`src/rtl/imm_gen_stage.sv`:
```
// Immediate generator between decode and execute: extracts/extends the RISC-V
// immediate, precomputes pc + imm, and registers both behind a 2-entry skid buffer.
module imm_gen_stage #(
    parameter int XLEN = 32
) (
    input  logic            clk,
    input  logic            rst_n,
    input  logic            flush,
    input  logic            in_valid,
    output logic            in_ready,
    input  logic [31:0]     in_inst,
    input  logic [XLEN-1:0] in_pc,
    input  logic [2:0]      in_sext_op,
    output logic            out_valid,
    input  logic            out_ready,
    output logic [XLEN-1:0] out_imm,
    output logic [XLEN-1:0] out_target,
    output logic [2:0]      out_sext_op
);

    localparam logic [2:0] OP_NONE  = 3'b000;
    localparam logic [2:0] OP_I     = 3'b001;
    localparam logic [2:0] OP_S     = 3'b010;
    localparam logic [2:0] OP_B     = 3'b011;
    localparam logic [2:0] OP_U     = 3'b100;
    localparam logic [2:0] OP_J     = 3'b101;
    localparam logic [2:0] OP_ZIMM  = 3'b110;
    localparam logic [2:0] OP_SHAMT = 3'b111;

    typedef struct packed {
        logic [XLEN-1:0] imm;
        logic [XLEN-1:0] target;
        logic [2:0]      op;
    } entry_t;

    logic [31:0]     imm32;
    logic [XLEN-1:0] imm_full;
    entry_t          new_entry;

    logic   o_valid_reg, o_valid_next;
    logic   s_valid_reg, s_valid_next;
    entry_t o_entry_reg, o_entry_next;
    entry_t s_entry_reg, s_entry_next;

    logic accept;
    logic consume;

    // Opcode bits never contribute to an immediate.
    logic unused_opcode;
    assign unused_opcode = &{1'b0, in_inst[6:0]};

    // Every format is first formed as a 32-bit value; formats that are zero-extended
    // leave bit 31 clear, so widening can always replicate bit 31.
    always_comb begin
        imm32 = 32'd0;
        case (in_sext_op)
            OP_NONE:  imm32 = 32'd0;
            OP_I:     imm32 = {{20{in_inst[31]}}, in_inst[31:20]};
            OP_S:     imm32 = {{20{in_inst[31]}}, in_inst[31:25], in_inst[11:7]};
            OP_B:     imm32 = {{19{in_inst[31]}}, in_inst[31], in_inst[7],
                               in_inst[30:25], in_inst[11:8], 1'b0};
            OP_U:     imm32 = {in_inst[31:12], 12'd0};
            OP_J:     imm32 = {{11{in_inst[31]}}, in_inst[31], in_inst[19:12],
                               in_inst[20], in_inst[30:21], 1'b0};
            OP_ZIMM:  imm32 = {27'd0, in_inst[19:15]};
            OP_SHAMT: imm32 = (XLEN == 64) ? {26'd0, in_inst[25:20]}
                                           : {27'd0, in_inst[24:20]};
            default:  imm32 = 32'd0;
        endcase
    end

    genvar gi;
    assign imm_full[31:0] = imm32;
    generate
        for (gi = 32; gi < XLEN; gi++) begin : g_sext
            assign imm_full[gi] = imm32[31];
        end
    endgenerate

    assign new_entry.imm    = imm_full;
    assign new_entry.target = in_pc + imm_full;
    assign new_entry.op     = in_sext_op;

    assign in_ready = rst_n && !s_valid_reg;
    assign accept   = in_valid && in_ready && !flush;
    assign consume  = o_valid_reg && out_ready;

    always_comb begin
        o_valid_next = o_valid_reg;
        s_valid_next = s_valid_reg;
        o_entry_next = o_entry_reg;
        s_entry_next = s_entry_reg;
        if (flush) begin
            o_valid_next = 1'b0;
            s_valid_next = 1'b0;
        end else if (!o_valid_reg || consume) begin
            if (s_valid_reg) begin
                // Skid entry is older, so it goes out first.
                o_valid_next = 1'b1;
                o_entry_next = s_entry_reg;
                s_valid_next = accept;
                if (accept) begin
                    s_entry_next = new_entry;
                end
            end else begin
                o_valid_next = accept;
                if (accept) begin
                    o_entry_next = new_entry;
                end
            end
        end else if (accept) begin
            s_valid_next = 1'b1;
            s_entry_next = new_entry;
        end
    end

    always_ff @(posedge clk) begin
        if (!rst_n) begin
            o_valid_reg <= 1'b0;
            s_valid_reg <= 1'b0;
            o_entry_reg <= '0;
            s_entry_reg <= '0;
        end else begin
            o_valid_reg <= o_valid_next;
            s_valid_reg <= s_valid_next;
            o_entry_reg <= o_entry_next;
            s_entry_reg <= s_entry_next;
        end
    end

    assign out_valid   = o_valid_reg;
    assign out_imm     = o_entry_reg.imm;
    assign out_target  = o_entry_reg.target;
    assign out_sext_op = o_entry_reg.op;

endmodule

```
`config.mk`:
```
export PLATFORM = sky130hd
export DESIGN_NAME = imm_gen_stage
export DESIGN_NICKNAME = d
export VERILOG_FILES = /design/src/rtl/imm_gen_stage.sv
export SDC_FILE = /design/constraint.sdc
export NUM_CORES = 1
export LEC_CHECK = 0
export CORE_MARGIN = 8
export CORE_UTILIZATION = 48
export CTS_BUF_LIST = sky130_fd_sc_hd__clkbuf_16
export DETAILED_ROUTE_END_ITERATION = 7
export PLACE_DENSITY = 0.78
export RECOVER_POWER = 50
export REMOVE_ABC_BUFFERS = 1
export SLEW_MARGIN = 20
export SYNTH_ARGS = -nofsm -noshare
export SYNTH_HDL_FRONTEND = slang
export SYNTH_SLANG_ARGS = --single-unit
```
`constraint.sdc`:
```
create_clock -name clk -period 3.8 [get_ports clk]
set_input_delay 0.76 -clock clk [delete_from_list [all_inputs] [get_ports clk]]
set_output_delay 0.76 -clock clk [all_outputs]
set_load 0.01 [all_outputs]
```
==> flow_summary.toml, run 1 <==
[synth]
post_synth_num_cell_types = 60
postSynth.asyncResetShare_pct = 0
synth-seq-cells = 136
dominantRegCellSynth = "sky130_fd_sc_hd__dfxtp_1"
synth_xor_xnor_area_share_pct = 3.20
post_synth_fa_ha_maj_area_fraction_pct = 5.52
synth_top_area_share_pct = 36.9
yosys.area_share.simple_pct = 20.0
portion_of_netlist_area_occupied_by_mux_cells_pct = 3.15
compound_gate_portion_of_the_synthesized_area_pct = 26.1
synth_enable_flop_cells = 0
avgSynthCellArea_um2 = 7.55
synth.area.top_cells = "sky130_fd_sc_hd__dfxtp_1 37%, sky130_fd_sc_hd__a21oi_1 8.5%, sky130_fd_sc_hd__nand2_1 7.9%, sky130_fd_sc_hd__nor2_1 6.0%, sky130_fd_sc_hd__ha_1 5.3%"
post_synth_instance_area_um2 = 7390
cell_type_contributing_the_most_total_cell_area_after_synthesis = "sky130_fd_sc_hd__dfxtp_1"
seq_area_frac_synth_pct = 36.9
postSynthCellCount = 978
ys.warnings.count = 0
largest_family_of_logic_cells_by_synthesized_area = "compound AO/OA/AOI/OAI gates"

[cts]
clock_sinks = 136
cts_inserted_buffers = 17
clock_tree_from_tritoncts = "yes"
h-tree-depth = 4
cts.hold.buffers_added = 0
clock_path_buffers = 2
worstSkewPairLatency_ns = 0.42
cts_root_buffer = "sky130_fd_sc_hd__clkbuf_16"
cts.reportedPaths.clkPinSlew_ns = 0.06

[pwr]
ir_worst_vdd_uv = 253
pwr-share-clk_pct = 39.0
power_switching_share_pct = 28.0
comb_power_share_pct = 24.4
power_leakage_nw = 4.74
internal-power_mw = 2.91
p_total_mw = 4.05
p_seq_share_pct = 36.6
p_sw_mw = 1.13
power_per_cell_area_nw_per_um2 = 379

[floorplan]
fp-row-count = 45
io_pins = 141
core_area_um2 = 15100
height_of_the_die_um = 140
floorplan_die_area_um2 = 19600
initial_utilization_pct = 48.8
dieWidth_um = 140

[place]
placed_area_um2 = 9940
placed_cells_incl_taps = 1389
gp_congestion = 0.913
pre_cts_slack_ns = -0.755
place_hpwl_mm = 16.4
portBuffers = 133

[setup_path]
rr_startpoint = "s_valid_reg$_SDFFE_PP0P_"
r2r_cells = 7
timing.critical_path.arrival_ns = 3.99
critPathRequiredTime_ns = 4.12
cell_chain_of_the_critical_path = "buf_4 -> nor2b_4 -> buf_4 -> a22o_1 -> a222oi_1 -> buf_4 -> fa_2 -> nor2b_4 -> o31a_1 -> buf_4 -> buf_4 -> o21ai_0 -> a21boi_0 -> o21ai_1 -> nand2b_1 -> xnor2_1 -> o21ai_0 -> and2_1"
timing.critical_path.slowest_cell_delay_ns = 0.34
timing.reg2reg.setup_slack_ns = 0.97
max_fanout_on_critical_path = 7
critical_path.slowest_cell = "sky130_fd_sc_hd__a222oi_1"
critical_path.endpoint_type = "flip-flop"
timing.rr.end = "out_imm[6]$_SDFFE_PN0P_"
timing_worst_setup_path_type = "input pin to flip-flop"
capture_point_of_the_critical_path = "s_entry_reg[11]$_SDFFE_PN0P_"
timing.critical_path.max_delay_family = "compound AO/OA/AOI/OAI gates"
worst-path-stages = 18
path_common_cell = "sky130_fd_sc_hd__buf_4"
start_kind = "input pin"
startpoint = "in_sext_op[1]"
critical_path.n_buffers_inverters = 5

[route]
drt-pass1-iter-count = 5
drcViolationCount = 0
wire_per_inst_um = 16.2
routed-via-count = 7805
routed_via_density = 5.47
dr.first_iter.drc_count = 619
totalWireLength_mm = 23.1
route.antenna.remaining_nets = 0

[cells_and_area]
postLayoutCellArea_um2 = 10700
antenna_cells_inserted = 0
fin_nets = 1329
mostFrequentLayoutCell = "sky130_fd_sc_hd__buf_4"
cell_count_final_fillers_out = 1426
largest_register_ff_count = 67
layout-drive-gt1-share_pct = 19.1
most-common-layout-cells = "158 x sky130_fd_sc_hd__buf_4, 155 x sky130_fd_sc_hd__nand2_1, 135 x sky130_fd_sc_hd__dfxtp_1, 122 x sky130_fd_sc_hd__a21oi_1, 117 x sky130_fd_sc_hd__nor2_1"
areaGrowthSynthToFinish_pct = 44.4

[job]
max_cap_viol = 0

[sta]
worst_slew_margin_rel_pct = 1.62
setup_viol_count_final = 0
achievable-frequency_mhz = 272
period_minus_slack_ns = 3.68
setup_ws_ns = 0.122
timing.final.max_slew_violations = 0
final.period_utilization_pct = 96.8
unrepaired_setup_endpoints_after_global_routing = "false"
worstMarginPinSlew_ns = 1.48
fin_skew_ns = 0.00415
report.final.hold_viol_count = 0
finalHoldWorstSlack_ns = 0.445

[global_routing]
global_route.usage.total_pct = 23.4
grt_max_degree = 110
antenna_found_initial = 0
grt_pass1_vias = 7700
globalRoute.totalOverflow = 0
global_route_wire_length_before_repair_mm = 37.5

[status]
outcome = "finished clean"

[min_path]
holdCritPathClass = "flip-flop to flip-flop"
cells in the mapped netlist (6+ instances only):
cell type and count:
sky130_fd_sc_hd__xor2_1 9, sky130_fd_sc_hd__a31oi_1 6, sky130_fd_sc_hd__mux2i_1 21, sky130_fd_sc_hd__a21oi_1 125
sky130_fd_sc_hd__ha_1 31, sky130_fd_sc_hd__inv_1 32, sky130_fd_sc_hd__o21bai_1 7, sky130_fd_sc_hd__a21o_1 12
sky130_fd_sc_hd__nand2_1 155, sky130_fd_sc_hd__xnor2_1 18, sky130_fd_sc_hd__nor2_1 118, sky130_fd_sc_hd__nor3_1 15
sky130_fd_sc_hd__o21ai_0 76, sky130_fd_sc_hd__o21a_1 7, sky130_fd_sc_hd__nand3_1 14, sky130_fd_sc_hd__o211ai_1 14
sky130_fd_sc_hd__dfxtp_1 136, sky130_fd_sc_hd__clkbuf_1 67, sky130_fd_sc_hd__and2_1 6, sky130_fd_sc_hd__nor2b_1 8
sky130_fd_sc_hd__a211oi_1 25
tightest hold or removal path, cell delays in order, from the launching register on:
cell,delay (ns)
sky130_fd_sc_hd__dfxtp_1,0.30
sky130_fd_sc_hd__nand2_1,0.05
sky130_fd_sc_hd__a21oi_1,0.05
what timing repair did:
action,in CTS,in global routing
gates resized for setup,24,40
pin swaps,21,25
setup endpoints to repair,43,37
buffers inserted,3,2
cells by family after synthesis:
| kind of cell | Yosys count |
|---|---|
| AOI/OAI and AO/OA | 313 |
| xor gates and xnor gates | 27 |
| adders and majority gates | 32 |
| buffers and inverters | 102 |
| DFF | 136 |
| muxes | 23 |
| and+or+nand+nor | 345 |
power by group through the flow:
stage	Combinational (mW)	Sequential, mW	Clock [mW]
floorplan	0.452	1.53	0
global placement	0.930	1.51	0
detailed placement	0.943	1.51	0
CTS	0.973	1.48	1.60
global route	1.08	1.49	1.65
finish	0.988	1.48	1.58
layer usage:
layer  share of wire, %  GRT usage (%)
met1                 43           28.1
met4                2.5           10.1
met2                 49           40.1
met5                  0              0
met3                5.5           4.52
through the flow:
step | setup TNS [ns] | utilization, %
6_report | 0 | 70.4
5_1_grt | 0 | 70.4
4_1_cts | 0 | 69.9
3_5_place_dp | -29.53 | 65.6
3_3_place_gp | -27.42 | 65.6
2_1_floorplan | -237.34 | -
final cells by class:
type / count / area [µm²]
sequential: 136 / 2720
timing repair buffer: 297 / 2590
tap: 188 / 235
multi-input combinational: 740 / 4430
clock buffer: 17 / 425
inverter: 33 / 125
fill: 1202 / 4480
clock inverter: 15 / 136
how the worst min path moves through the flow:
stage                                               to  cells past startpoint                          from  slack, ns
after floorplan           s_entry_reg[22]$_SDFFE_PN0P_                      2  s_entry_reg[22]$_SDFFE_PN0P_       0.43
after global placement         out_imm[1]$_SDFFE_PN0P_                      2       out_imm[1]$_SDFFE_PN0P_       0.44
after detailed placement       out_imm[0]$_SDFFE_PN0P_                      2       out_imm[0]$_SDFFE_PN0P_       0.44
after CTS                      out_imm[1]$_SDFFE_PN0P_                      2       out_imm[1]$_SDFFE_PN0P_       0.45
after global routing        out_target[1]$_SDFFE_PN0P_                      2    out_target[1]$_SDFFE_PN0P_       0.47
final                          out_imm[4]$_SDFFE_PN0P_                      2       out_imm[4]$_SDFFE_PN0P_       0.45
(Power assumes the default switching activity.)
==> run 2: changes to the inputs <==
--- a/config.mk
+++ b/config.mk
@@ -6,10 +6,10 @@
 export NUM_CORES = 1
 export LEC_CHECK = 0
 export CORE_MARGIN = 8
-export CORE_UTILIZATION = 48
-export CTS_BUF_LIST = sky130_fd_sc_hd__clkbuf_16
+export CORE_UTILIZATION = 49
+export CTS_BUF_LIST = sky130_fd_sc_hd__clkbuf_8
 export DETAILED_ROUTE_END_ITERATION = 7
-export PLACE_DENSITY = 0.78
+export PLACE_DENSITY = 0.79
 export RECOVER_POWER = 50
 export REMOVE_ABC_BUFFERS = 1
 export SLEW_MARGIN = 20
==> run 2 against run 1 <==
The flow now finishes with violations (max-capacitance violations, max-slew violations). Sequential share of layout area up 0.49 points. Register-to-register slack better by 0.45 ns. Core utilization down 0.54 points. First-iteration DRC count up 0.32%. Largest cell class unchanged.
==> flow_summary.toml, run 2 (synthesis results as in run 1) <==
[route]
route.antenna.remaining_nets = 0
drcViolationCount = 0
routed_via_density = 5.56
routed-via-count = 7891
totalWireLength_mm = 23.4
dr.first_iter.drc_count = 621
wire_per_inst_um = 16.5
drt-pass1-iter-count = 6

[setup_path]
worst-path-stages = 18
critical_path.slowest_cell = "sky130_fd_sc_hd__o311a_4"
start_kind = "input pin"
critPathRequiredTime_ns = 4.16
critical_path.endpoint_type = "flip-flop"
r2r_cells = 5
startpoint = "in_sext_op[0]"
timing.rr.end = "s_entry_reg[46]$_SDFFE_PN0P_"
rr_startpoint = "s_valid_reg$_SDFFE_PP0P_"
max_fanout_on_critical_path = 6
critical_path.n_buffers_inverters = 6
timing.reg2reg.setup_slack_ns = 1.42
cell_chain_of_the_critical_path = "clkbuf_2 -> buf_6 -> buf_4 -> a22o_1 -> a222oi_1 -> buf_4 -> buf_12 -> fa_2 -> nor2b_4 -> o31a_1 -> o311a_4 -> nor3_4 -> buf_4 -> o221ai_2 -> a41oi_2 -> xnor2_2 -> o211ai_2 -> o211a_1"
timing_worst_setup_path_type = "input pin to flip-flop"
timing.critical_path.max_delay_family = "compound AO/OA/AOI/OAI gates"
capture_point_of_the_critical_path = "out_target[30]$_SDFFE_PN0P_"
timing.critical_path.arrival_ns = 4.01
path_common_cell = "sky130_fd_sc_hd__buf_4"
timing.critical_path.slowest_cell_delay_ns = 0.33

[cts]
cts.reportedPaths.clkPinSlew_ns = 0.08
worstSkewPairLatency_ns = 0.46
cts.hold.buffers_added = 0
clock_sinks = 136
clock_path_buffers = 2
h-tree-depth = 4
clock_tree_from_tritoncts = "yes"
cts_inserted_buffers = 17
cts_root_buffer = "sky130_fd_sc_hd__clkbuf_8"

[sta]
worst_slew_margin_rel_pct = -1.69
fin_skew_ns = 0.00683
worstMarginPinSlew_ns = 1.53
unrepaired_setup_endpoints_after_global_routing = "true"
report.final.hold_viol_count = 0
total_neg_setup_slack_ns = 0
period_minus_slack_ns = 3.65
final.period_utilization_pct = 96.1
achievable-frequency_mhz = 274
setup_viol_count_final = 0
timing.final.max_slew_violations = 69

[place]
placed_cells_incl_taps = 1380
portBuffers = 133
gp_congestion = 0.885
place_hpwl_mm = 16.4

[status]
outcome = "finished, violations left"
failed_checks = "max-capacitance violations, max-slew violations"

[cells_and_area]
areaGrowthSynthToFinish_pct = 41.7
mostFrequentLayoutCell = "sky130_fd_sc_hd__nand2_1"
largest_register_ff_count = 67
layout-drive-gt1-share_pct = 18.0
cell_count_final_fillers_out = 1419
fin_nets = 1322
most-common-layout-cells = "155 x sky130_fd_sc_hd__nand2_1, 149 x sky130_fd_sc_hd__buf_4, 135 x sky130_fd_sc_hd__dfxtp_1, 124 x sky130_fd_sc_hd__a21oi_1, 118 x sky130_fd_sc_hd__nor2_1"
antenna_cells_inserted = 0

[global_routing]
grt_max_degree = 83
global_route_wire_length_before_repair_mm = 37.5
globalRoute.totalOverflow = 0
global_route.usage.total_pct = 23.7
grt_pass1_vias = 7574
antenna_found_initial = 0

[floorplan]
floorplan_die_area_um2 = 19300
fp-row-count = 45
core_area_um2 = 15000
initial_utilization_pct = 49.3
dieWidth_um = 139
height_of_the_die_um = 139
io_pins = 141

[pwr]
power_per_cell_area_nw_per_um2 = 368
ir_worst_vdd_uv = 192
p_total_mw = 3.86
power_leakage_nw = 4.65

[job]
max_cap_viol = 1

[min_path]
holdCritPathClass = "flip-flop to flip-flop"
## run 2: worst min path at each step
stage,startpoint,to,slack (ns),cells after the start
2_1_floorplan,s_entry_reg[22]$_SDFFE_PN0P_,s_entry_reg[22]$_SDFFE_PN0P_,0.43,2
3_3_place_gp,s_entry_reg[8]$_SDFFE_PN0P_,s_entry_reg[8]$_SDFFE_PN0P_,0.44,2
3_5_place_dp,s_entry_reg[8]$_SDFFE_PN0P_,s_entry_reg[8]$_SDFFE_PN0P_,0.45,2
4_1_cts,out_imm[13]$_SDFFE_PN0P_,out_imm[13]$_SDFFE_PN0P_,0.46,2
5_1_grt,out_imm[3]$_SDFFE_PN0P_,out_imm[3]$_SDFFE_PN0P_,0.48,2
6_report,out_imm[13]$_SDFFE_PN0P_,out_imm[13]$_SDFFE_PN0P_,0.45,2
## run 2: area by class of cell
class / instances / area [µm²]
Tap cell: 188 / 235
Timing Repair Buffer: 290 / 2550
Multi-Input combinational cell: 740 / 4360
Sequential cell: 136 / 2720
Clock buffer: 20 / 275
Fill cell: 1180 / 4510
Clock inverter: 12 / 198
Inverter: 33 / 125
## run 2: metrics by stage
step / area, µm² / worst slack [ns] / hold slack, ns / util (%)
final: 10500 / 0.149 / 0.449 / 69.9
after global placement: 9870 / -0.706 / 0.441 / 65.9
after global routing: 10500 / -0.0159 / 0.476 / 69.9
after detailed placement: 9870 / -0.750 / 0.446 / 65.9
after CTS: 10400 / 0.0101 / 0.456 / 69.5
after floorplan: 7130 / -2.50 / 0.433 / -
## run 2: worst reg2reg max path, stage by stage (launching register included)
cell and delay [ns]:
sky130_fd_sc_hd__dfxtp_2 0.33, sky130_fd_sc_hd__buf_4 0.34, sky130_fd_sc_hd__buf_4 0.55, sky130_fd_sc_hd__nor3b_2 0.09, sky130_fd_sc_hd__clkbuf_4 0.51, sky130_fd_sc_hd__a211oi_1 0.45
## run 2: where the power goes
part	leakage, nW	internal, mW	switching, mW
Combinational	3.31	0.483	0.484
Clock	0.240	0.832	0.579
Sequential	1.10	1.46	0.0175
Total	4.65	2.78	1.08
## run 2: timing repair
action                                  CTS  global route
hold endpoints to repair                  0             0
gates resized for setup                  17            27
pin swaps                                19            20
buffers inserted                          4             3
endpoints found under the setup margin   34            29
## run 2: metal layers
layer | track usage [%] | vias up | wire length, µm
met3 | 5.30 | 48 | 1450
met4 | 7.97 | 0 | 593
li1 | - | 3881 | -
met2 | 41.1 | 306 | 11400
met5 | 0 | - | 0
met1 | 28.3 | 3656 | 9940
==> run 3: changes to the inputs <==
--- a/config.mk
+++ b/config.mk
@@ -5,11 +5,13 @@
 export SDC_FILE = /design/constraint.sdc
 export NUM_CORES = 1
 export LEC_CHECK = 0
+export CELL_PAD_IN_SITES_DETAIL_PLACEMENT = 0
+export CELL_PAD_IN_SITES_GLOBAL_PLACEMENT = 1
 export CORE_MARGIN = 8
-export CORE_UTILIZATION = 49
+export CORE_UTILIZATION = 35
 export CTS_BUF_LIST = sky130_fd_sc_hd__clkbuf_8
 export DETAILED_ROUTE_END_ITERATION = 7
-export PLACE_DENSITY = 0.79
+export PLACE_DENSITY_LB_ADDON = 0.1
 export RECOVER_POWER = 50
 export REMOVE_ABC_BUFFERS = 1
 export SLEW_MARGIN = 20
==> run 3 against run 2 <==
The flow still finishes with violations (max-capacitance violations, max-slew violations). Wire length rose by 6.7%. Power up 0.75%. Flip-flop and latch count is the same. Combinational power is 2.5% higher. Sequential share of layout area fell by 0.76 points. Critical path type unchanged. Critical endpoint is now out_target[28]$_SDFFE_PN0P_.
==> flow_summary.toml, run 3 (synthesis results as in run 1) <==
[global_routing]
global_route.usage.total_pct = 19.2
grt_pass1_vias = 7561
antenna_found_initial = 0
grt_max_degree = 83
globalRoute.totalOverflow = 0
global_route_wire_length_before_repair_mm = 40.0

[setup_path]
path_common_cell = "sky130_fd_sc_hd__buf_6"
start_kind = "input pin"
critPathRequiredTime_ns = 4.13
r2r_cells = 5
max_fanout_on_critical_path = 4
timing.critical_path.slowest_cell_delay_ns = 0.38
cell_chain_of_the_critical_path = "buf_6 -> buf_6 -> buf_6 -> buf_6 -> a22o_1 -> a222oi_1 -> buf_4 -> fa_2 -> nor2b_4 -> o31a_1 -> o311a_4 -> nor3_4 -> o22ai_2 -> a211oi_2 -> o21bai_1 -> xnor2_1 -> a21oi_1"
timing.critical_path.arrival_ns = 4.04
rr_startpoint = "s_valid_reg$_SDFFE_PP0P_"
timing.critical_path.max_delay_family = "compound AO/OA/AOI/OAI gates"
timing.reg2reg.setup_slack_ns = 1.12
timing.rr.end = "s_entry_reg[54]$_SDFFE_PN0P_"
critical_path.n_buffers_inverters = 5
timing_worst_setup_path_type = "input pin to flip-flop"
critical_path.slowest_cell = "sky130_fd_sc_hd__o311a_4"
critical_path.endpoint_type = "flip-flop"

[sta]
worst_slew_margin_rel_pct = -7.54
total_neg_setup_slack_ns = 0
report.final.hold_viol_count = 0
final.period_utilization_pct = 97.6
fin_skew_ns = 0.0117
unrepaired_setup_endpoints_after_global_routing = "true"
achievable-frequency_mhz = 270
setup_ws_ns = 0.0897
period_minus_slack_ns = 3.71
timing.final.max_slew_violations = 72
setup_viol_count_final = 0
worstMarginPinSlew_ns = 1.61

[route]
routed_via_density = 4.98
drt-pass1-iter-count = 6
routed-via-count = 7599
drcViolationCount = 0
wire_per_inst_um = 16.3
route.antenna.remaining_nets = 0
dr.first_iter.drc_count = 345
totalWireLength_mm = 24.9

[pwr]
comb_power_share_pct = 25.5
p_seq_share_pct = 38.1
power_switching_share_pct = 29.3
pwr-share-clk_pct = 36.4
power_leakage_nw = 4.76
p_sw_mw = 1.14
internal-power_mw = 2.75
ir_worst_vdd_uv = 212
power_per_cell_area_nw_per_um2 = 360

[cells_and_area]
areaGrowthSynthToFinish_pct = 46.0
mostFrequentLayoutCell = "sky130_fd_sc_hd__buf_4"
antenna_cells_inserted = 0
layout-drive-gt1-share_pct = 19.8
largest_register_ff_count = 67
most-common-layout-cells = "166 x sky130_fd_sc_hd__buf_4, 154 x sky130_fd_sc_hd__nand2_1, 135 x sky130_fd_sc_hd__dfxtp_1, 123 x sky130_fd_sc_hd__a21oi_1, 118 x sky130_fd_sc_hd__nor2_1"
fin_nets = 1341
n_fill_cell = 2113

[cts]
cts_inserted_buffers = 17
clock_sinks = 136
h-tree-depth = 4
cts_root_buffer = "sky130_fd_sc_hd__clkbuf_8"
cts.reportedPaths.clkPinSlew_ns = 0.08
worstSkewPairLatency_ns = 0.45
clock_path_buffers = 2
clock_tree_from_tritoncts = "yes"

[place]
gp_congestion = 0.891
pre_cts_slack_ns = -0.890
portBuffers = 133
place_hpwl_mm = 18.1

[floorplan]
floorplan_die_area_um2 = 26000
io_pins = 141
dieWidth_um = 161
core_area_um2 = 20900
fp-row-count = 53
height_of_the_die_um = 161
initial_utilization_pct = 35.4

[min_path]
timing.hold.worst_path_depth = 2
hold_path_startpoint = "out_target[1]$_SDFFE_PN0P_"
timing.hold.worst_endpoint = "out_target[1]$_SDFFE_PN0P_"
holdCritPathClass = "flip-flop to flip-flop"

[status]
outcome = "finished, violations left"
failed_checks = "max-capacitance violations, max-slew violations"

[job]
max_cap_viol = 1
run 3: worst max-delay path by stage:
stage                              from                            to  cells after the start
6_report                  in_sext_op[0]   out_target[28]$_SDFFE_PN0P_                     17
5_1_grt                   in_sext_op[0]  s_entry_reg[31]$_SDFFE_PN0P_                     17
4_1_cts                   in_sext_op[0]   out_target[29]$_SDFFE_PN0P_                     18
3_5_place_dp              in_sext_op[0]   out_target[29]$_SDFFE_PN0P_                     18
3_3_place_gp              in_sext_op[0]   out_target[29]$_SDFFE_PN0P_                     18
2_1_floorplan  s_valid_reg$_SDFFE_PP0P_      out_imm[10]$_SDFFE_PN0P_                      5
run 3: layout make-up:
cell class / count / area [µm²] / area share, %
Clock buffer: 17 / 234 / 2.17
Clock inverter: 15 / 223 / 2.07
Inverter: 33 / 125 / 1.16
Multi-Input combinational cell: 740 / 4420 / 41.0
Sequential cell: 136 / 2720 / 25.3
Tap cell: 275 / 344 / 3.19
Timing Repair Buffer: 309 / 2710 / 25.1
run 3: through the flow:
stage | cell area, µm² | std cells | util [%] | hold slack (ns) | total power, mW
floorplan | 7130 | 909 | - | 0.433 | 1.98
global placement | 10100 | 1482 | 48.3 | 0.440 | 2.48
detailed placement | 10100 | 1482 | 48.3 | 0.444 | 2.48
CTS | 10600 | 1519 | 51.0 | 0.458 | 3.92
global route | 10800 | 1525 | 51.6 | 0.466 | 4.09
finish | 10800 | 1525 | 51.6 | 0.450 | 3.89
run 3: worst register-to-register path: stages, from the launching register on:
cell and delay (ns):
sky130_fd_sc_hd__dfxtp_2 0.49, sky130_fd_sc_hd__buf_4 0.31, sky130_fd_sc_hd__nor3b_1 0.21, sky130_fd_sc_hd__clkbuf_2 1.21, sky130_fd_sc_hd__nor2_1 0.11, sky130_fd_sc_hd__a211oi_1 0.25
run 3: power groups by stage:
stage | sequential (mW) | combinational (mW) | clock (mW)
finish | 1.48 | 0.991 | 1.42
global route | 1.48 | 1.09 | 1.51
CTS | 1.48 | 0.988 | 1.46
detailed placement | 1.51 | 0.966 | 0
global placement | 1.51 | 0.968 | 0
floorplan | 1.53 | 0.452 | 0
run 3: what timing repair did:
action | in CTS | in global routing
gates resized for setup | 17 | 38
cloned | 0 | 0
endpoints found under the setup margin | 45 | 35
hold buffers | 0 | 0
pin swaps | 16 | 26
buffers inserted | 5 | 6
run 3: layer usage:
metal	routed length, µm	global-route usage [%]	up-vias	share of wire [%]
met5	0	0	-	0
met4	348	5.01	0	1.4
li1	-	-	3917	-
met1	11500	24.2	3510	46
met2	11900	32.5	151	48
met3	1160	4.40	21	4.6
